===== src/rtl/awgn_pkg.sv =====
// Shared Q-format constants, FSM states and default widths for the AWGN channel LLR block.
package awgn_pkg;

    localparam int NOISE_FRAC = 11;
    localparam int SIGMA_FRAC = 15;
    localparam int BPSK_ONE   = 2048;

    localparam int DEF_NOISE_W    = 17;
    localparam int DEF_SIGMA_W    = 16;
    localparam int DEF_LLR_W      = 8;
    localparam int DEF_LLR_FRAC   = 2;
    localparam int DEF_FRAME_LEN  = 2304;
    localparam int DEF_FIFO_DEPTH = 4;

    typedef enum logic [1:0] {
        IDLE  = 2'd0,
        RUN   = 2'd1,
        FLUSH = 2'd2
    } state_e;

endpackage


===== src/rtl/awgn_out_fifo.sv =====
// Output FIFO for LLR pairs; push and pop may coincide when full. DEPTH must be a power of 2, >= 2.
module awgn_out_fifo #(
    parameter  int DEPTH = 4,
    parameter  int W     = 16,
    localparam int AW    = $clog2(DEPTH),
    localparam int CW    = $clog2(DEPTH) + 1
) (
    input  logic          clk,
    input  logic          rst_n,
    input  logic          push,
    input  logic [W-1:0]  wdata,
    input  logic          pop,
    output logic [W-1:0]  rdata,
    output logic [CW-1:0] count,
    output logic          empty
);

    logic [W-1:0]  mem [DEPTH];
    logic [AW-1:0] wr_ptr, rd_ptr;
    logic          full, do_push, do_pop;

    assign empty   = (count == '0);
    assign full    = (count == CW'(DEPTH));
    assign do_pop  = pop & ~empty;
    assign do_push = push & (~full | do_pop);

    always_ff @(posedge clk or negedge rst_n) begin
        if (!rst_n) begin
            wr_ptr <= '0;
            rd_ptr <= '0;
            count  <= '0;
        end else begin
            if (do_push) wr_ptr <= wr_ptr + AW'(1);
            if (do_pop)  rd_ptr <= rd_ptr + AW'(1);
            case ({do_push, do_pop})
                2'b10:   count <= count + CW'(1);
                2'b01:   count <= count - CW'(1);
                default: count <= count;
            endcase
        end
    end

    always_ff @(posedge clk) begin
        if (do_push) mem[wr_ptr] <= wdata;
    end

    // Head is forced to zero when empty so the LLR outputs read 0 out of reset.
    assign rdata = empty ? '0 : mem[rd_ptr];

endmodule


===== src/rtl/awgn_channel_llr.sv =====
// BPSK + scaled AWGN -> saturated LLR pairs, one FSM pass per codeword.
// Optional AWGN_NOISE_BYPASS_EN adds noise_bypass to force clean-channel LLRs.
module awgn_channel_llr
    import awgn_pkg::*;
#(
    parameter int NOISE_W    = DEF_NOISE_W,
    parameter int SIGMA_W    = DEF_SIGMA_W,
    parameter int LLR_W      = DEF_LLR_W,
    parameter int LLR_FRAC   = DEF_LLR_FRAC,
    parameter int FRAME_LEN  = DEF_FRAME_LEN,
    parameter int FIFO_DEPTH = DEF_FIFO_DEPTH
) (
    input  logic                      clk,
    input  logic                      reset,
    input  logic signed [NOISE_W-1:0] noise0,
    input  logic signed [NOISE_W-1:0] noise1,
    input  logic [SIGMA_W-1:0]        sigma,
    input  logic                      frame_start,
    input  logic                      bit_valid,
    output logic                      bit_ready,
    input  logic [1:0]                bits,
`ifdef AWGN_NOISE_BYPASS_EN
    input  logic                      noise_bypass,
`endif
    output logic                      llr_valid,
    input  logic                      llr_ready,
    output logic signed [LLR_W-1:0]   llr0,
    output logic signed [LLR_W-1:0]   llr1,
    output logic                      frame_done,
    output logic [15:0]               sat_count
);

    localparam int P_W   = NOISE_W + SIGMA_W;
    localparam int M_W   = P_W - SIGMA_FRAC + 1;
    localparam int Y_W   = M_W + 1;
    localparam int SHIFT = NOISE_FRAC - LLR_FRAC;
    localparam int Q_W   = Y_W + 1 - SHIFT;
    localparam int PAIRS = FRAME_LEN / 2;
    localparam int CNT_W = $clog2(PAIRS) + 1;
    localparam int FCW   = $clog2(FIFO_DEPTH) + 1;

    localparam logic [P_W:0]   RND_P   = (P_W+1)'(2 ** (SIGMA_FRAC - 1));
    localparam logic [Y_W:0]   RND_Q   = (Y_W+1)'(2 ** (SHIFT - 1));
    localparam logic [Y_W-1:0] POS_ONE = Y_W'(BPSK_ONE);
    localparam logic [Y_W-1:0] NEG_ONE = Y_W'(-BPSK_ONE);

    state_e                     state, state_nxt;
    logic [SIGMA_W-1:0]         sigma_r;
    logic [CNT_W-1:0]           pair_cnt;
    logic                       accept, last_pair, s1_vld;
    logic [1:0][NOISE_W-1:0]    n_eff;
    logic [1:0][P_W-1:0]        prod_d, p_r;
    logic [1:0]                 b_r, sat_d;
    logic [1:0][LLR_W-1:0]      llr_d, fifo_rdata;
    logic [FCW-1:0]             fifo_count;
    logic                       fifo_empty, pop;
    logic [16:0]                sat_sum;

`ifdef AWGN_NOISE_BYPASS_EN
    assign n_eff = noise_bypass ? '0 : {noise1, noise0};
`else
    assign n_eff = {noise1, noise0};
`endif

    // Stage-1 occupancy counts against FIFO space so an accepted pair always has a slot.
    assign bit_ready = (state == RUN) && ((fifo_count + FCW'(s1_vld)) < FCW'(FIFO_DEPTH));
    assign accept    = bit_valid & bit_ready;
    assign last_pair = (pair_cnt == CNT_W'(PAIRS - 1));
    assign llr_valid = ~fifo_empty;
    assign pop       = llr_valid & llr_ready;
    assign {llr1, llr0} = fifo_rdata;

    for (genvar l = 0; l < 2; l++) begin : g_lane
        logic [P_W:0]   rsum;
        logic [M_W-1:0] m;
        logic [Y_W-1:0] y;
        logic [Y_W:0]   qsum;
        logic [Q_W-1:0] q;
        logic           ovf;

        assign prod_d[l] = P_W'($signed(n_eff[l])) * P_W'($signed({1'b0, sigma_r}));

        // Round-half-up then floor shift, on sign-extended two's complement bits.
        assign rsum = {p_r[l][P_W-1], p_r[l]} + RND_P;
        assign m    = M_W'(rsum >> SIGMA_FRAC);
        assign y    = {m[M_W-1], m} + (b_r[l] ? NEG_ONE : POS_ONE);
        assign qsum = {y[Y_W-1], y} + RND_Q;
        assign q    = Q_W'(qsum >> SHIFT);

        assign ovf      = !((&q[Q_W-1:LLR_W-1]) || !(|q[Q_W-1:LLR_W-1]));
        assign sat_d[l] = ovf;
        assign llr_d[l] = ovf ? (q[Q_W-1] ? {1'b1, {(LLR_W-1){1'b0}}}
                                          : {1'b0, {(LLR_W-1){1'b1}}})
                              : q[LLR_W-1:0];
    end

    always_ff @(posedge clk or negedge reset) begin
        if (!reset) begin
            s1_vld <= 1'b0;
            p_r    <= '0;
            b_r    <= '0;
        end else begin
            s1_vld <= accept;
            if (accept) begin
                p_r <= prod_d;
                b_r <= bits;
            end
        end
    end

    awgn_out_fifo #(
        .DEPTH (FIFO_DEPTH),
        .W     (2 * LLR_W)
    ) u_fifo (
        .clk   (clk),
        .rst_n (reset),
        .push  (s1_vld),
        .wdata (llr_d),
        .pop   (pop),
        .rdata (fifo_rdata),
        .count (fifo_count),
        .empty (fifo_empty)
    );

    assign sat_sum = {1'b0, sat_count} + 17'(sat_d[0]) + 17'(sat_d[1]);

    always_ff @(posedge clk or negedge reset) begin
        if (!reset) begin
            state     <= IDLE;
            sigma_r   <= '0;
            pair_cnt  <= '0;
            sat_count <= '0;
        end else begin
            state <= state_nxt;
            if (state == IDLE && frame_start) begin
                sigma_r   <= sigma;
                pair_cnt  <= '0;
                sat_count <= '0;
            end else begin
                if (accept) pair_cnt <= pair_cnt + CNT_W'(1);
                if (s1_vld) sat_count <= sat_sum[16] ? 16'hFFFF : sat_sum[15:0];
            end
        end
    end

    always_comb begin
        state_nxt  = state;
        frame_done = 1'b0;
        case (state)
            IDLE:  if (frame_start) state_nxt = RUN;
            RUN:   if (accept && last_pair) state_nxt = FLUSH;
            FLUSH: begin
                if (!s1_vld && fifo_empty) begin
                    state_nxt  = IDLE;
                    frame_done = 1'b1;
                end
            end
            default: state_nxt = IDLE;
        endcase
    end

endmodule


===== config.mk =====
export PLATFORM = sky130hd
export DESIGN_NAME = awgn_channel_llr
export DESIGN_NICKNAME = d
export VERILOG_FILES = /design/src/rtl/awgn_pkg.sv /design/src/rtl/awgn_out_fifo.sv /design/src/rtl/awgn_channel_llr.sv
export SDC_FILE = /design/constraint.sdc
export NUM_CORES = 2
export LEC_CHECK = 0
export CORE_AREA = 2 2 235 237
export DETAILED_ROUTE_END_ITERATION = 7
export DIE_AREA = 0 0 237 239
export MAX_ROUTING_LAYER = met4
export PLACE_DENSITY = 0.71
export SETUP_SLACK_MARGIN = 0.05
export SLEW_MARGIN = 20
export SYNTH_ARGS = -nofsm -noshare
export SYNTH_HDL_FRONTEND = slang
export SYNTH_SLANG_ARGS = --single-unit

===== constraint.sdc =====
create_clock -name clk -period 7.9 [get_ports clk]
set_input_delay 2.37 -clock clk [delete_from_list [all_inputs] [get_ports clk]]
set_output_delay 2.37 -clock clk [all_outputs]
set_load 0.01 [all_outputs]

# ---- Word-level counts from Yosys, hierarchy flattened
# Memories as Yosys holds them, arrays and structs flattened.
# Index checks and enable logic that the tools add are counted.
dict set report totals {
  reg_bits 122
  mem_bits_rw 64
  out_inout_bits 35
  memories 1
}
# name depth word_bits rd rd_clocked_by_memory_dff wr line_no
set mem_list {}
lappend mem_list {u_fifo.mem 4 16 1 0 1 awgn_out_fifo.sv:18} ;# logic [W-1:0] mem [DEPTH];
dict set report classes {
  n_addsub 14
  n_mul 2
  magnitude_cmp 1
  n_eq_ne 9
  muxes 21
  n_bitwise 7
  reduce_logical 21
}
# operator n
set ops {}
lappend ops {{$add A33 B16 Y34 const B} 2}
lappend ops {{$mul A17 B17 Y33} 2}
lappend ops {{$mux W16} 4}
lappend ops {{$add A20 B10 Y21 const B} 2}
lappend ops {{$add A20 B20 Y20} 2}
lappend ops {{$mux W20} 2}
lappend ops {{$mux W8} 4}
lappend ops {{$mux W12} 2}
lappend ops {{$add A16 B1 Y17} 1}
lappend ops {{$add A17 B1 Y17} 1}
lappend ops {{$add A12 B1 Y12 const B} 1}
lappend ops {{$eq A12 B11 Y1 const B} 1}
lappend ops {{$reduce_and A5 Y1} 2}
lappend ops {{$reduce_or A5 Y1} 2}
lappend ops {{$mux W2} 3}
lappend ops {{$pmux W2 S3} 1}
lappend ops {{$pmux W3 S2} 1}
lappend ops {{$reduce_bool A2 Y1} 3}
lappend ops {{$logic_not A1 Y1} 5}
lappend ops {{$add A2 B1 Y2 const B} 2}
lappend ops {{$and A1 B1 Y1} 4}
lappend ops {{$eq A2 B1 Y1 const B} 2}
lappend ops {{$eq A2 B2 Y1 const B} 2}
lappend ops {{$logic_and A1 B1 Y1} 4}
lappend ops {{other kinds (14)} 20}

# ---- Depth between registers and ports, before layout
dict set report depth {
  depth_word 12
  ltp_mapped 26
  mapped_depth_nobuf 25
}

# ---- Hierarchy
# Synthesis repeated with hierarchy kept, for this count alone.
dict set report hier_totals {
  cells_unflattened 2910
  area_unflattened_um2 27737.9
}
# module instances cells_per_inst area_per_inst_um2 seq_area_each_um2
set by_module_without_submodules {}
lappend by_module_without_submodules {awgn_channel_llr 1 2757 24811.3 2177.1}
lappend by_module_without_submodules {awgn_out_fifo 1 153 2926.6 2097.0}

# ---- Least setup slack after synthesis
# No wires, ideal clock.
dict set report synth_timing {
  kind {input to register}
  startpoint {in noise1[16]}
  endpoint {reg p_r[63] (netlist name)}
  setup_time_ps 95
  arrival_ps 7763
  required_ps 7805
  path_slack_ps 42
  path_stages 19
  cell_sequence {clkbuf_1 > nand2_1 > fa_1 > inv_1 > fa_1 > fa_1 > fa_1 > fa_1 > inv_1 > fa_1 > inv_1 > ha_1 > a21oi_1 > o21bai_1 > nor3_1 > o21a_1 > nor4_1 > or2_2 > o31ai_1}
}
dict set report synth_between {
  elab_chain_len 1
}
# item line_no
set synth_lines {}
lappend synth_lines {{from (decl)} awgn_channel_llr.sv:16} ;# input logic signed [NOISE_W-1:0] noise1,
lappend synth_lines {{$mul A17 B17 Y33} awgn_channel_llr.sv:81} ;# assign prod_d[l] = P_W'($signed(n_eff[l])) * P_W'($signed({1'b0, sigma_r}));
lappend synth_lines {{to (signal assigned)} awgn_channel_llr.sv:105} ;# p_r <= prod_d;
lappend synth_lines {{to (decl)} awgn_channel_llr.sv:52} ;# logic [1:0][P_W-1:0] prod_d, p_r;
# Every way passes these cells.
# A chain may end at the register's enable or synchronous reset.

# ---- Final worst setup path
dict set report layout_timing {
  startpoint {in noise1[15]}
  endpoint {reg p_r[61] (netlist name)}
}
# Same word-level chain as after synthesis.

==> results.md <==
- Post-synth EDFFs: 64
- Post-Synth XOR/XNOR Area: 3.22%
- Crit-path max FO: 8
- CORE AREA: 54,300 um2
- Sink Count: 158
- RSZ-0062 raised after global routing: false
- TritonCTS buffer count: 17
- Status: complete, no violations
- DRT iter0 DRCs: 1,372
- Post-synthesis sequential area ratio: 15.3%
- Slew headroom: 21.1%
- Post-Synth Simple-Gate Area: 15.9%
- Most frequent cells in the layout: inv_1 (623), fa_1 (530), nand2_1 (408), and2_1 (256), buf_4 (228)
- Clk_skew: 0.0127 ns
- IO Count: 92
- Final nets: 3,985
- Root buf cell: clkbuf_16
- Area Growth Syn to Fin: 17.2%
- Synth Area in Compound Gates: 5.69%
- TritonCTS clock tree: done
- Post-Syn Nets: 3,734
- WP data arrival: 8.18 ns
- Post-DR wirelength/cell: 17.9 um
- Clock Pin Slew Worst Setup and Hold Paths: 0.07 ns
- Fillers: 4,413
- Effective utilization at floorplan: 51.5%
- Top_reg_cell synth: dfrtp_1
- Largest net degree at the start of global routing: 85
- Initial antenna violation count: 3
- Synth area leader: fa_1
- Largest family of logic cells by synthesized area: adder cells
- Crit end category: register
- Min cycle time layout: 7.78 ns
- Final Slew Violations: 0
- Post-synthesis instance area: 28,000 um2
- Synth async-reset ratio: 59.5%
- Final core utilization: 60.4%
- All-layer global routing usage: 26.7%
- Max-Cap Viols: 0
- Final antenna-violating net count: 0
- Endpoints failing setup: 0
- DRT Wirelength: 70.1 mm
- Via count: 21,000
- Die height: 239 um
- Post-Synth Adder-Cell Area: 47.7%
- Final hold vios: 0
- Die area: 56,600 um2
- Worst Setup Path Type: input pin to register
- Final period utilization: 98.5%
- First-pass GRT wire length: 115 mm
- Vias/cell: 5.38
- DP Wirelength: 56.5 mm
- Worst skew pair latency: 0.46 ns
- Number of library cell types mapped by synthesis: 70
- CP startpoint kind: input pin
- GR Overflow Total: 0
- Hold_buf cts: 0
- Seq. cell area: 4280 um2
- # rows: 86
- Most common cell after layout, fill and taps aside: inv_1
- Synth area leaders: fa_1 (39%), inv_1 (8.5%), ha_1 (8.5%)
- Fmax achieved: 129 MHz
- Multiplexer area fraction after synthesis: 2.04%
- Synth Area per Inst: 9.52 um2
- Synthesis Warnings: 0
- H-tree levels: 4
- FF+latch count, synth: 158
- Area of the multi-input gates: 21,400 um2
- Clock buffer depth: 2
- RePlAce Congestion: 0.887
- Share of cells above drive strength 1: 13.9%
- Worst hold path type: register to register
- DRC violations left: 0
- DR pass1 iterations: 5
- Worst EP required: 8.30 ns
- Worst-margin pin slew: 1.18 ns
- IO buf count: 91
- Vias in the first global route: 22,800
- Die Width: 237 um
- Mapped Cells: 2,939
- Synth top area share: 39.2%
==> area by class of cell <==
type,count,area share (%)
diodes,4,0.0305
clock buffers,21,1.57
clock inverters,11,0.328
inverters,637,7.29
multi-input cells,2023,65.2
flip-flops and latches,158,13.0
well taps,704,2.68
repair buffers,353,9.88
==> cell usage after synthesis (all sizes together) (6+ instances only) <==
cell    number
inv        637
fa         548
nand2      425
and2       258
ha         190
clkbuf     116
dfrtp       94
xnor2       67
edfxtp      64
nor2        63
o21ai       60
a21oi       44
xor2        36
nand3       34
nor3        32
a21o        20
and3        20
a211oi      17
mux2        17
mux4        16
nand4       16
a31oi       14
nor4        12
o31ai       11
nand2b      10
o21a         9
or3          8
o211ai       7
or4          7
or2          6
==> through the flow <==
| stage | hold WS, ns | cell area, um2 | setup TNS (ns) | setup WS (ns) | cells |
|---|---|---|---|---|---|
| floorplan | 0.440 | 28000 | 0 | 0.0896 | 2939 |
| global placement | 0.460 | 31300 | -12.75 | -0.621 | 3851 |
| detailed placement | 0.468 | 31300 | -18.96 | -0.848 | 3851 |
| CTS | 0.483 | 32100 | 0 | 0.0218 | 3884 |
| global route | 0.505 | 32800 | 0 | 0.0148 | 3909 |
| finish | 0.482 | 32800 | 0 | 0.120 | 3911 |
==> flip-flops by register name (all words and copies together), names as in the netlist, 2 cells and up <==
| name | count |
|---|---|
| u_fifo.wr_ptr | 2 |
| u_fifo.count | 3 |
| state | 2 |
| p_r | 38 |
| b_r | 2 |
| u_fifo.mem | 64 |
| u_fifo.rd_ptr | 2 |
| sat_count | 16 |
| sigma_r | 16 |
| pair_cnt | 12 |
==> path summary, 6_finish.rpt <==
kind,from,to,slack (ns),depth (start not counted)
setup reg to reg,sigma_r[4],p_r[61],1.07,16
hold reg to reg,p_r[55],p_r[55],0.48,2
max in group asynchronous,reset,pair_cnt[5],4.73,2
setup / recovery,noise1[15],p_r[61],0.12,17
hold / removal,p_r[55],p_r[55],0.48,2
min in group asynchronous,reset,sigma_r[13],1.86,1
==> cell families (layout without fill, tap and decap cells) <==
group	count (synthesis)	count (layout)
adders and majority gates	738	738
and+or+nand+nor	909	909
buffers and inverters	758	1022
muxes	35	35
AOI/OAI and AO/OA	238	238
DFF	158	158
other	0	4
xor gates and xnor gates	103	103
==> per-layer routing <==
metal	routed length [um]	global-route usage, %
met3	4990	4.42
met1	30000	34.6
met5	0	-
met2	33400	43.4
met4	1790	7.83
==> what timing repair did <==
action | in CTS | in global routing
gates resized for setup | 32 | 138
pin swaps | 11 | 117
buffers inserted | 1 | 20
cloned | 0 | 3
setup endpoints to repair | 28 | 34
==> critical path, cell delays in order <==
cell             delay [ns]
clkdlybuf4s50_1        0.47
buf_6                  0.15
nand2_1                0.09
fa_1                   0.49
fa_1                   0.49
fa_2                   0.57
inv_1                  0.06
fa_2                   0.57
fa_1                   0.43
fa_1                   0.46
ha_4                   0.31
nand4_1                0.13
or4_4                  0.54
o21a_4                 0.24
o31a_1                 0.36
nor4b_2                0.29
a211o_1                0.14
Power is left out: the tool's default activity adds up to more than one toggle a clock period on the data nets, which glitch-free logic cannot reach.
